`src/rtl/rd_fifo_pkg.sv`:
```
// Shared types and pointer-code helpers for the async FIFO read-side controller.
package rd_fifo_pkg;

   // Helpers operate on a zero-extended word so any pointer width up to this fits.
   localparam int GRAY_MAX_W = 32;

   typedef enum logic [1:0] {
      OCC0 = 2'd0,
      OCC1 = 2'd1,
      OCC2 = 2'd2
   } occ_state_e;

   function automatic logic [GRAY_MAX_W-1:0] bin2gray(input logic [GRAY_MAX_W-1:0] bin);
      return bin ^ (bin >> 1);
   endfunction

   // Prefix XOR from the MSB down; zero padding above the real width is harmless.
   function automatic logic [GRAY_MAX_W-1:0] gray2bin(input logic [GRAY_MAX_W-1:0] gray);
      logic [GRAY_MAX_W-1:0] bin;
      bin[GRAY_MAX_W-1] = gray[GRAY_MAX_W-1];
      for (int i = GRAY_MAX_W - 2; i >= 0; i--) begin
         bin[i] = bin[i+1] ^ gray[i];
      end
      return bin;
   endfunction

endpackage

```
`src/rtl/rd_fifo_ctrl_rd_out_buf.sv`:
```
// Two-entry first-word-fall-through output buffer; slot 0 is always the head word.
module rd_out_buf
   import rd_fifo_pkg::*;
#(
   parameter int DATA_WIDTH = 32
) (
   input  logic                  clk,
   input  logic                  sw_rst,
   input  logic                  push,
   input  logic [DATA_WIDTH-1:0] push_data,
   input  logic                  pop,
   output logic [1:0]            occ,
   output logic [DATA_WIDTH-1:0] rd_data,
   output logic                  rd_valid
);

   occ_state_e            occ_r;
   occ_state_e            occ_next_s;
   logic                  rd_valid_r;
   logic [DATA_WIDTH-1:0] slot0_r;
   logic [DATA_WIDTH-1:0] slot1_r;
   logic                  head_wr_s;
   logic                  tail_wr_s;
   logic                  shift_s;

   // Occupancy state register and registered valid flag.
   always_ff @(posedge clk) begin
      if (sw_rst) begin
         occ_r      <= OCC0;
         rd_valid_r <= 1'b0;
      end else begin
         occ_r      <= occ_next_s;
         rd_valid_r <= (occ_next_s != OCC0);
      end
   end

   // Next occupancy: push adds a word, pop removes one, both together hold.
   always_comb begin
      occ_next_s = occ_r;
      case (occ_r)
         OCC0: begin
            if (push) begin
               occ_next_s = OCC1;
            end else begin
               occ_next_s = OCC0;
            end
         end
         OCC1: begin
            if (push && !pop) begin
               occ_next_s = OCC2;
            end else if (!push && pop) begin
               occ_next_s = OCC0;
            end else begin
               occ_next_s = OCC1;
            end
         end
         OCC2: begin
            if (pop && !push) begin
               occ_next_s = OCC1;
            end else begin
               occ_next_s = OCC2;
            end
         end
         default: begin
            occ_next_s = OCC0;
         end
      endcase
   end

   // Slot steering: a word lands at the head only when it becomes the head next cycle.
   always_comb begin
      head_wr_s = 1'b0;
      tail_wr_s = 1'b0;
      shift_s   = 1'b0;
      case (occ_r)
         OCC0: begin
            head_wr_s = push;
         end
         OCC1: begin
            if (push && pop) begin
               head_wr_s = 1'b1;
            end else if (push) begin
               tail_wr_s = 1'b1;
            end else begin
               head_wr_s = 1'b0;
            end
         end
         OCC2: begin
            shift_s   = pop;
            tail_wr_s = push && pop;
         end
         default: begin
            head_wr_s = 1'b0;
         end
      endcase
   end

   // Data slots; reset clears them so stale words never reach the consumer.
   always_ff @(posedge clk) begin
      if (sw_rst) begin
         slot0_r <= {DATA_WIDTH{1'b0}};
         slot1_r <= {DATA_WIDTH{1'b0}};
      end else begin
         if (head_wr_s) begin
            slot0_r <= push_data;
         end else if (shift_s) begin
            slot0_r <= slot1_r;
         end else begin
            slot0_r <= slot0_r;
         end
         if (tail_wr_s) begin
            slot1_r <= push_data;
         end else begin
            slot1_r <= slot1_r;
         end
      end
   end

   assign occ      = occ_r;
   assign rd_data  = slot0_r;
   assign rd_valid = rd_valid_r;

endmodule

```
`src/rtl/rd_fifo_ctrl.sv`:
```
// Read-side controller of the async FIFO: pointers, fetch rule, FWFT output and status.
module rd_fifo_ctrl
   import rd_fifo_pkg::*;
#(
   parameter int ADDRESS_WIDTH = 4,
   parameter int DATA_WIDTH    = 32,
   parameter int AEMPTY_LVL    = 2
) (
   input  logic                   clk,
   input  logic                   sw_rst,
   input  logic [ADDRESS_WIDTH:0] wr_ptr_gray_sync,
   output logic                   mem_rd_en,
   output logic [ADDRESS_WIDTH-1:0] rd_addr,
   input  logic [DATA_WIDTH-1:0]  mem_rdata,
   output logic [DATA_WIDTH-1:0]  rd_data,
   output logic                   rd_valid,
   input  logic                   rd_ready,
   output logic [ADDRESS_WIDTH:0] rd_ptr_gray,
   output logic                   empty,
   output logic                   almost_empty,
   output logic [ADDRESS_WIDTH:0] rd_level,
   output logic                   underflow
);

   localparam int PTR_W = ADDRESS_WIDTH + 1;
   localparam logic [PTR_W-1:0] AEMPTY_THR = PTR_W'(AEMPTY_LVL);

   logic [PTR_W-1:0] rd_ptr_bin_r;
   logic [PTR_W-1:0] rd_ptr_bin_next_s;
   logic [PTR_W-1:0] rd_ptr_gray_r;
   logic [PTR_W-1:0] wr_bin_s;
   logic [PTR_W-1:0] level_next_s;
   logic [PTR_W-1:0] rd_level_r;
   logic             mem_empty_s;
   logic             inflight_r;
   logic             pop_s;
   logic             fetch_s;
   logic [1:0]       occ_s;
   logic [2:0]       pending_s;
   logic             almost_empty_r;
   logic             underflow_r;

   rd_out_buf #(
      .DATA_WIDTH(DATA_WIDTH)
   ) u_out_buf (
      .clk      (clk),
      .sw_rst   (sw_rst),
      .push     (inflight_r),
      .push_data(mem_rdata),
      .pop      (pop_s),
      .occ      (occ_s),
      .rd_data  (rd_data),
      .rd_valid (rd_valid)
   );

   assign pop_s       = rd_valid && rd_ready;
   assign wr_bin_s    = PTR_W'(gray2bin(GRAY_MAX_W'(wr_ptr_gray_sync)));
   assign mem_empty_s = (PTR_W'(bin2gray(GRAY_MAX_W'(rd_ptr_bin_r))) == wr_ptr_gray_sync);

   // Words buffered plus in flight once this cycle's pop retires; also next-cycle occupancy.
   assign pending_s = {1'b0, occ_s} + {2'b00, inflight_r} - {2'b00, pop_s};

   // Fetch only while the memory holds unread words and the buffer can absorb the return.
   always_comb begin
      fetch_s = 1'b0;
      if (sw_rst) begin
         fetch_s = 1'b0;
      end else if (mem_empty_s) begin
         fetch_s = 1'b0;
      end else begin
         fetch_s = (pending_s < 3'd2);
      end
   end

   // Next pointer and the unpopped-word count it implies.
   always_comb begin
      rd_ptr_bin_next_s = rd_ptr_bin_r + PTR_W'(fetch_s);
      level_next_s      = (wr_bin_s - rd_ptr_bin_next_s) + PTR_W'(pending_s) + PTR_W'(fetch_s);
   end

   // Pointer, in-flight tracking and status registers.
   always_ff @(posedge clk) begin
      if (sw_rst) begin
         rd_ptr_bin_r   <= {PTR_W{1'b0}};
         rd_ptr_gray_r  <= {PTR_W{1'b0}};
         inflight_r     <= 1'b0;
         rd_level_r     <= {PTR_W{1'b0}};
         almost_empty_r <= 1'b1;
         underflow_r    <= 1'b0;
      end else begin
         rd_ptr_bin_r   <= rd_ptr_bin_next_s;
         rd_ptr_gray_r  <= PTR_W'(bin2gray(GRAY_MAX_W'(rd_ptr_bin_next_s)));
         inflight_r     <= fetch_s;
         rd_level_r     <= level_next_s;
         almost_empty_r <= (level_next_s <= AEMPTY_THR);
         underflow_r    <= rd_ready && !rd_valid;
      end
   end

   assign mem_rd_en    = fetch_s;
   assign rd_addr      = rd_ptr_bin_r[ADDRESS_WIDTH-1:0];
   assign rd_ptr_gray  = rd_ptr_gray_r;
   assign empty        = !rd_valid;
   assign almost_empty = almost_empty_r;
   assign rd_level     = rd_level_r;
   assign underflow    = underflow_r;

endmodule

```
`config.mk`:
```
export PLATFORM = sky130hd
export DESIGN_NAME = rd_fifo_ctrl
export DESIGN_NICKNAME = d
export VERILOG_FILES = /design/src/rtl/rd_fifo_pkg.sv /design/src/rtl/rd_fifo_ctrl_rd_out_buf.sv /design/src/rtl/rd_fifo_ctrl.sv
export SDC_FILE = /design/constraint.sdc
export NUM_CORES = 1
export LEC_CHECK = 0
export ABC_AREA = 0
export CORE_MARGIN = 1.5
export CORE_UTILIZATION = 49
export DETAILED_ROUTE_END_ITERATION = 8
export PLACE_DENSITY = 0.84
export RECOVER_POWER = 25
export SYNTH_ARGS = -nofsm -noshare
export SYNTH_HDL_FRONTEND = slang
export SYNTH_SLANG_ARGS = --single-unit
```
`constraint.sdc`:
```
create_clock -name clk -period 4.6 [get_ports clk]
set_clock_uncertainty 0.05 [all_clocks]
set_input_delay 0.46 -clock clk [delete_from_list [all_inputs] [get_ports clk]]
set_output_delay 0.46 -clock clk [all_outputs]
set_load 0.005 [all_outputs]
```
# == Yosys cells after proc, flatten, opt, wreduce, memory -nomap -nowiden ==
# Index checks and enable logic that the tools add are counted.
# word_totals
elab_cells,53
out_inout_bits,51
inputBits,40
ff_bits,85
# op_classes
n_eq_ne,3
n_mux,15
magnitude_cmp,2
add_sub_neg,6
n_bitwise,6
n_reduce_logical,11
# ops
op,count
two-way mux 32 bit,2
adder 5 x 1 -> 5 bit,2
XOR 5 x 4 -> 5 bit,2
two-way mux 1 bit,8
one-hot mux 2 bit (3 select lines),1
adder 5 x 3 -> 5 bit,1
equality test 5 bit,1
"<= comparator 5 x 2 -> 1 bit, second input constant",1
logical AND 1 bit,5
subtractor 5 bit,1
two-way mux 2 bit,2
one-hot mux 1 bit (2 select lines),2
nonzero test 2 bit,2
XOR 1 bit,4
adder 2 x 1 -> 3 bit,1
logical NOT 1 bit,3
"< comparator 3 x 2 -> 1 bit, second input constant",1
subtractor 3 x 1 -> 3 bit,1
"equality test 2 x 1 -> 1 bit, second input constant",1
"equality test 2 bit, second input constant",1
logical NOT 2 bit,1

# == Depth between registers and ports, before layout ==
# Gate-level depths: netlist of run 1.
# depth
depth_word,10
mapped_depth,17
mapped_depth_nobuf,17

# == By module ==
# A second synthesis of run 1 with hierarchy kept.
# hier_totals
hier_cells,409
area_unflattened_um2,4324.1
# by_module_without_submodules
module,seq_area_each_um2,cells_per_inst,n_inst,area_each_um2
rd_out_buf,1341.3,311,1,3323.2
rd_fifo_ctrl,340.3,98,1,1001.0

# == Worst setup path after synthesis of run 1 ==
# Ideal clock, no wire load.
# synth_timing
path_type,input to register
start,in rd_ready
end,"reg almost_empty_r, in the netlist almost_empty"
setup_slack_ps,304
arrival_time_ps,4130
required_time_ps,4434
path_stages,16
setup_time_ps,116
path_buffers,0
cell_sequence,nand2_2 xnor2_1 ha_1 inv_1 fa_1 xor2_1 nor4b_1 ha_1 ha_1 fa_1 inv_1 fa_1 a21o_1 a21oi_1 xnor2_1 a41o_1
# synth_via
elab_chain_cells,10
# synth_rtl
item,line,text
start: declaration,rd_fifo_ctrl.sv:17,"input logic rd_ready,"
logical AND 1 bit,rd_fifo_ctrl.sv:56,assign pop_s = rd_valid && rd_ready;
subtractor 3 x 1 -> 3 bit,rd_fifo_ctrl.sv:61,"assign pending_s = {1'b0, occ_s} + {2'b00, inflight_r} - {2'b00, pop_s};"
< comparator 3 x 2 -> 1 bit,rd_fifo_ctrl.sv:71,fetch_s = (pending_s < 3'd2);
two-way mux 1 bit,rd_fifo_ctrl.sv:68,end else if (mem_empty_s) begin
two-way mux 1 bit,rd_fifo_ctrl.sv:66,if (sw_rst) begin
net mem_rd_en,rd_fifo_ctrl.sv:12,"output logic mem_rd_en,"
adder 5 x 1 -> 5 bit,rd_fifo_ctrl.sv:77,rd_ptr_bin_next_s = rd_ptr_bin_r + PTR_W'(fetch_s);
net rd_ptr_bin_next_s[1],rd_fifo_ctrl.sv:29,logic [PTR_W-1:0] rd_ptr_bin_next_s;
subtractor 5 bit,rd_fifo_ctrl.sv:78,level_next_s = (wr_bin_s - rd_ptr_bin_next_s) + PTR_W'(pending_s) + PTR_W'(fetch_s);
adder 5 x 3 -> 5 bit,rd_fifo_ctrl.sv:78,
adder 5 x 1 -> 5 bit,rd_fifo_ctrl.sv:78,
<= comparator 5 x 2 -> 1 bit,rd_fifo_ctrl.sv:95,almost_empty_r <= (level_next_s <= AEMPTY_THR);
end signal: assignment,rd_fifo_ctrl.sv:95,
end: declaration,rd_fifo_ctrl.sv:40,logic almost_empty_r;
# The timed path passes the listed nets, and every way through them passes these cells.
# A chain may end at the register's enable or synchronous reset.

# == Worst setup path in the final report of run 1 ==
# layout_timing
start,"reg u_out_buf.rd_valid_r, in the netlist u_out_buf.rd_valid"
end,"reg rd_level_r[4], in the netlist rd_level[4]"
# layout_via
elab_chain_cells,9
# layout_rtl
item,line,text
start: declaration,rd_fifo_ctrl_rd_out_buf.sv:19,logic rd_valid_r;
start signal: assignment,rd_fifo_ctrl_rd_out_buf.sv:33,rd_valid_r <= (occ_next_s != OCC0);
logical AND 1 bit,rd_fifo_ctrl.sv:56,
subtractor 3 x 1 -> 3 bit,rd_fifo_ctrl.sv:61,
< comparator 3 x 2 -> 1 bit,rd_fifo_ctrl.sv:71,
two-way mux 1 bit,rd_fifo_ctrl.sv:68,
two-way mux 1 bit,rd_fifo_ctrl.sv:66,
adder 5 x 1 -> 5 bit,rd_fifo_ctrl.sv:77,
net rd_ptr_bin_next_s[1],rd_fifo_ctrl.sv:29,
subtractor 5 bit,rd_fifo_ctrl.sv:78,
adder 5 x 3 -> 5 bit,rd_fifo_ctrl.sv:78,
adder 5 x 1 -> 5 bit,rd_fifo_ctrl.sv:78,
end signal: assignment,rd_fifo_ctrl.sv:87,rd_level_r <= {PTR_W{1'b0}};
end signal: assignment,rd_fifo_ctrl.sv:94,rd_level_r <= level_next_s;
end: declaration,rd_fifo_ctrl.sv:33,logic [PTR_W-1:0] rd_level_r;
# The timed path passes the listed nets, and every way through them passes these cells.

==> impl_metrics.py, run 1 <==
metrics = {
    "synth": {
        "synth-edff-count": 0,
        "avgSynthCellArea_sq_um": 9.22,
        "synthArstFlopShare_pct": 0,
        "yosysWarnings": 0,
        "ys_top_cells_by_area": "dfxtp_1, mux2i_1, nand2_1",
        "seq_area_frac_synth_pct": 45.3,
        "ys_ff_latch": 84,
        "yosysMostFrequentCell": "dfxtp_1",
        "synth_ff_type": "dfxtp_1",
        "synth_cell_types": 37,
        "netlist_top_cells_count": "dfxtp_1, nand2_1, nor2_1, a21oi_1, a211oi_1",
        "yosysTopAreaCellShare_pct": 45.3,
        "syn_area_sq_mm": 0.00371,
        "netlist_instances": 403,
        "yosysTopAreaCell": "dfxtp_1",
        "syn-num-nets": 462,
    },
    "cts": {
        "cts_tree": "built",
        "cts_buffers": 9,
        "clk_pin_slew_ns": 0.08,
        "cts_root_buf": "clkbuf_8",
        "clock_path_buffers": 2,
        "htreeDepth": 3,
        "clkSinkCount": 84,
        "clk_latency_ns": 0.35,
    },
    "sta": {
        "finalSetupViolCount": 0,
        "slew_viol_final": 85,
        "fin_crit_ns": 4.23,
        "min_period_over_period_pct": 91.9,
        "relSlewSlack_pct": -141,
        "rsz0062_at_grt": "false",
        "fin_hold_ws_ns": 0.407,
        "hold_viol": 0,
        "clock.fmax_mhz": 237,
        "worst_pin_slew_ns": 3.61,
    },
    "pwr": {
        "p_per_area_mw_per_mm2": 616,
        "p_int_w": 0.00200,
        "ir_drop_mv": 0.287,
        "seqPwrFrac_pct": 33.7,
        "pwr-share-clk_pct": 19.5,
        "switching_power_w": 0.00105,
        "comb_power_share_pct": 46.9,
        "swShare_pct": 34.5,
        "p_leak_nw": 2.16,
    },
    "grt": {
        "grt_pass1_wl_um": 14400,
        "grt_pass1_vias": 3058,
        "grt_overflow_total": 0,
        "track_usage_pct": 21.8,
        "antenna_found_initial": 0,
        "grt_max_degree": 85,
    },
    "layout": {
        "layout.cells.non_filler": 597,
        "diodes": 0,
        "drive_gt1_share_pct": 7.43,
        "finish.utilization_pct": 67.9,
        "final_nets": 552,
        "syn_to_final_growth_pct": 33.3,
    },
    "worst_setup_path": {
        "criticalPathCategory": "flip-flop to flip-flop",
        "crit_path_start_kind": "flip-flop",
        "required_ns": 4.63,
        "critPathArrivalTime_ns": 4.26,
        "cp_max_fo": 6,
        "endpoint_kind": "flip-flop",
    },
    "job": {
        "cap_viol_max_count": 1,
    },
    "routing": {
        "drt_pass1_iterations": 4,
        "vias": 3149,
        "avgViaCountPerCell": 5.27,
        "finalWirelength_um": 8740,
        "drt_iter0_drc": 99,
        "antenna_left": 0,
        "drc_errors": 0,
        "wl_per_cell_um": 14.6,
    },
    "outcome": {
        "outcome": "finished with violations",
        "violations": "capacitance limit, slew limit",
    },
    "floorplanning": {
        "die_w_um": 90.1,
        "coreArea_sq_mm": 0.00729,
        "dieArea_sq_mm": 0.00811,
        "rows": 31,
        "die_h_um": 90.1,
        "start_util_pct": 50.9,
        "ios": 91,
    },
    "placed_design": {
        "place.gp.congestion": 0.850,
        "port_buffers": 90,
        "place_inst": 581,
        "dp_hpwl_um": 5880,
    },
    "hold_path": {
        "hold_class": "flip-flop to flip-flop",
    },
}
final cells by class:
type                    instances  area (sq um)
clock buffers                   9           124
clock inverters                 7           104
fillers                       597          2340
inverters                      10          37.5
multi-input cells             283          1870
flip-flops and latches         84          1680
well taps                      99           124
repair buffers                105          1010
critical path: stages (launching register included):
cell and delay, ns:
dfxtp_1 0.47, nand2_2 0.10, xnor2_1 0.15, ha_1 0.19
inv_1 0.06, fa_1 0.37, xor2_1 0.20, nor4b_2 0.32
ha_1 0.23, ha_1 0.27, fa_1 0.48, inv_1 0.06
fa_1 0.44, a21o_1 0.19, a21oi_1 0.17, xnor2_1 0.15
nor2_1 0.06
power groups by stage:
stage	Clock (W)	Combinational [W]	Sequential, W
after floorplan	0	0.000804	0.00104
after global placement	0	0.00139	0.00104
after detailed placement	0	0.00145	0.00104
after CTS	0.000601	0.00147	0.00103
after global routing	0.000639	0.00158	0.00105
final	0.000593	0.00143	0.00103
sequential cells by signal, summed over array words and instances (netlist names):
signal	count
u_out_buf.occ	2
rd_ptr_gray	4
rd_level	5
almost_empty	1
u_out_buf.rd_data	32
u_out_buf.slot1_r	32
u_out_buf.rd_valid	1
inflight_r	1
underflow	1
rd_ptr_bin_r	5
logic make-up (layout without fill, tap and decap cells):
kind of cell               count (synthesis)  after routing  synth area share [%]
and+or+nand+nor                          130            130                  14.5
adders and majority gates                 19             19                  7.21
xor gates and xnor gates                  26             26                  6.33
muxes                                     32             32                  8.62
DFF                                       84             84                  45.3
AOI/OAI and AO/OA                         76             76                  13.3
buffers and inverters                     36            131                  4.75
cells in the final DEF (no fill, tap or decap), types with 3 or more instances in the layout:
master	instances
nor2b_1	4
mux2i_1	32
buf_4	14
ha_1	15
clkbuf_8	9
dfxtp_1	84
nand2_1	68
xor2_1	11
a211oi_1	33
dlygate4sd3_1	30
inv_1	10
nor2_1	44
clkdlybuf4s50_1	58
nor3_1	3
a21oi_1	34
inv_6	4
fa_1	4
xnor2_1	14
repair_timing:
action	CTS	global route
gates resized for setup	0	2
buffers inserted	0	0
endpoints found under the setup margin	0	3
hold buffers	0	0
endpoints found under the hold margin	0	0
worst paths after layout:
path | startpoint | depth (start not counted) | to | slack [ns]
worst max-delay path | u_out_buf.rd_valid | 16 | rd_level[4] | 0.37
worst min-delay path | u_out_buf.slot1_r[31] | 2 | u_out_buf.slot1_r[31] | 0.41
worst max register to register | u_out_buf.rd_valid | 16 | rd_level[4] | 0.37
worst min register to register | u_out_buf.slot1_r[31] | 2 | u_out_buf.slot1_r[31] | 0.41
metrics by stage:
stage	area (sq um)	setup slack (ns)	power, W	setup TNS, ns
after global placement	4720	-0.110	0.00243	-0.148
after floorplan	3710	0.304	0.00184	0
after detailed placement	4720	-0.187	0.00249	-0.401
after CTS	4950	0.157	0.00310	0
after global routing	4950	0.0923	0.00327	0
final	4950	0.373	0.00305	0
layer usage:
layer | global-route usage [%] | vias up | routed length (um) | share of wire, %
met5 | 0 | - | 0 | 0
met3 | 3.30 | 15 | 356 | 4.1
met2 | 38.2 | 77 | 4400 | 50
met4 | 9.66 | 0 | 184 | 2.1
met1 | 26.3 | 1515 | 3810 | 44
li1 | - | 1542 | - | -
Power figures use the tool's default switching activity.
==> run 2, diff against run 1 <==
Settings changed: GPL_ROUTABILITY_DRIVEN set to 0.
==> results of run 2 <==
No change in the layout: final DEF, timing and power equal those of run 1.
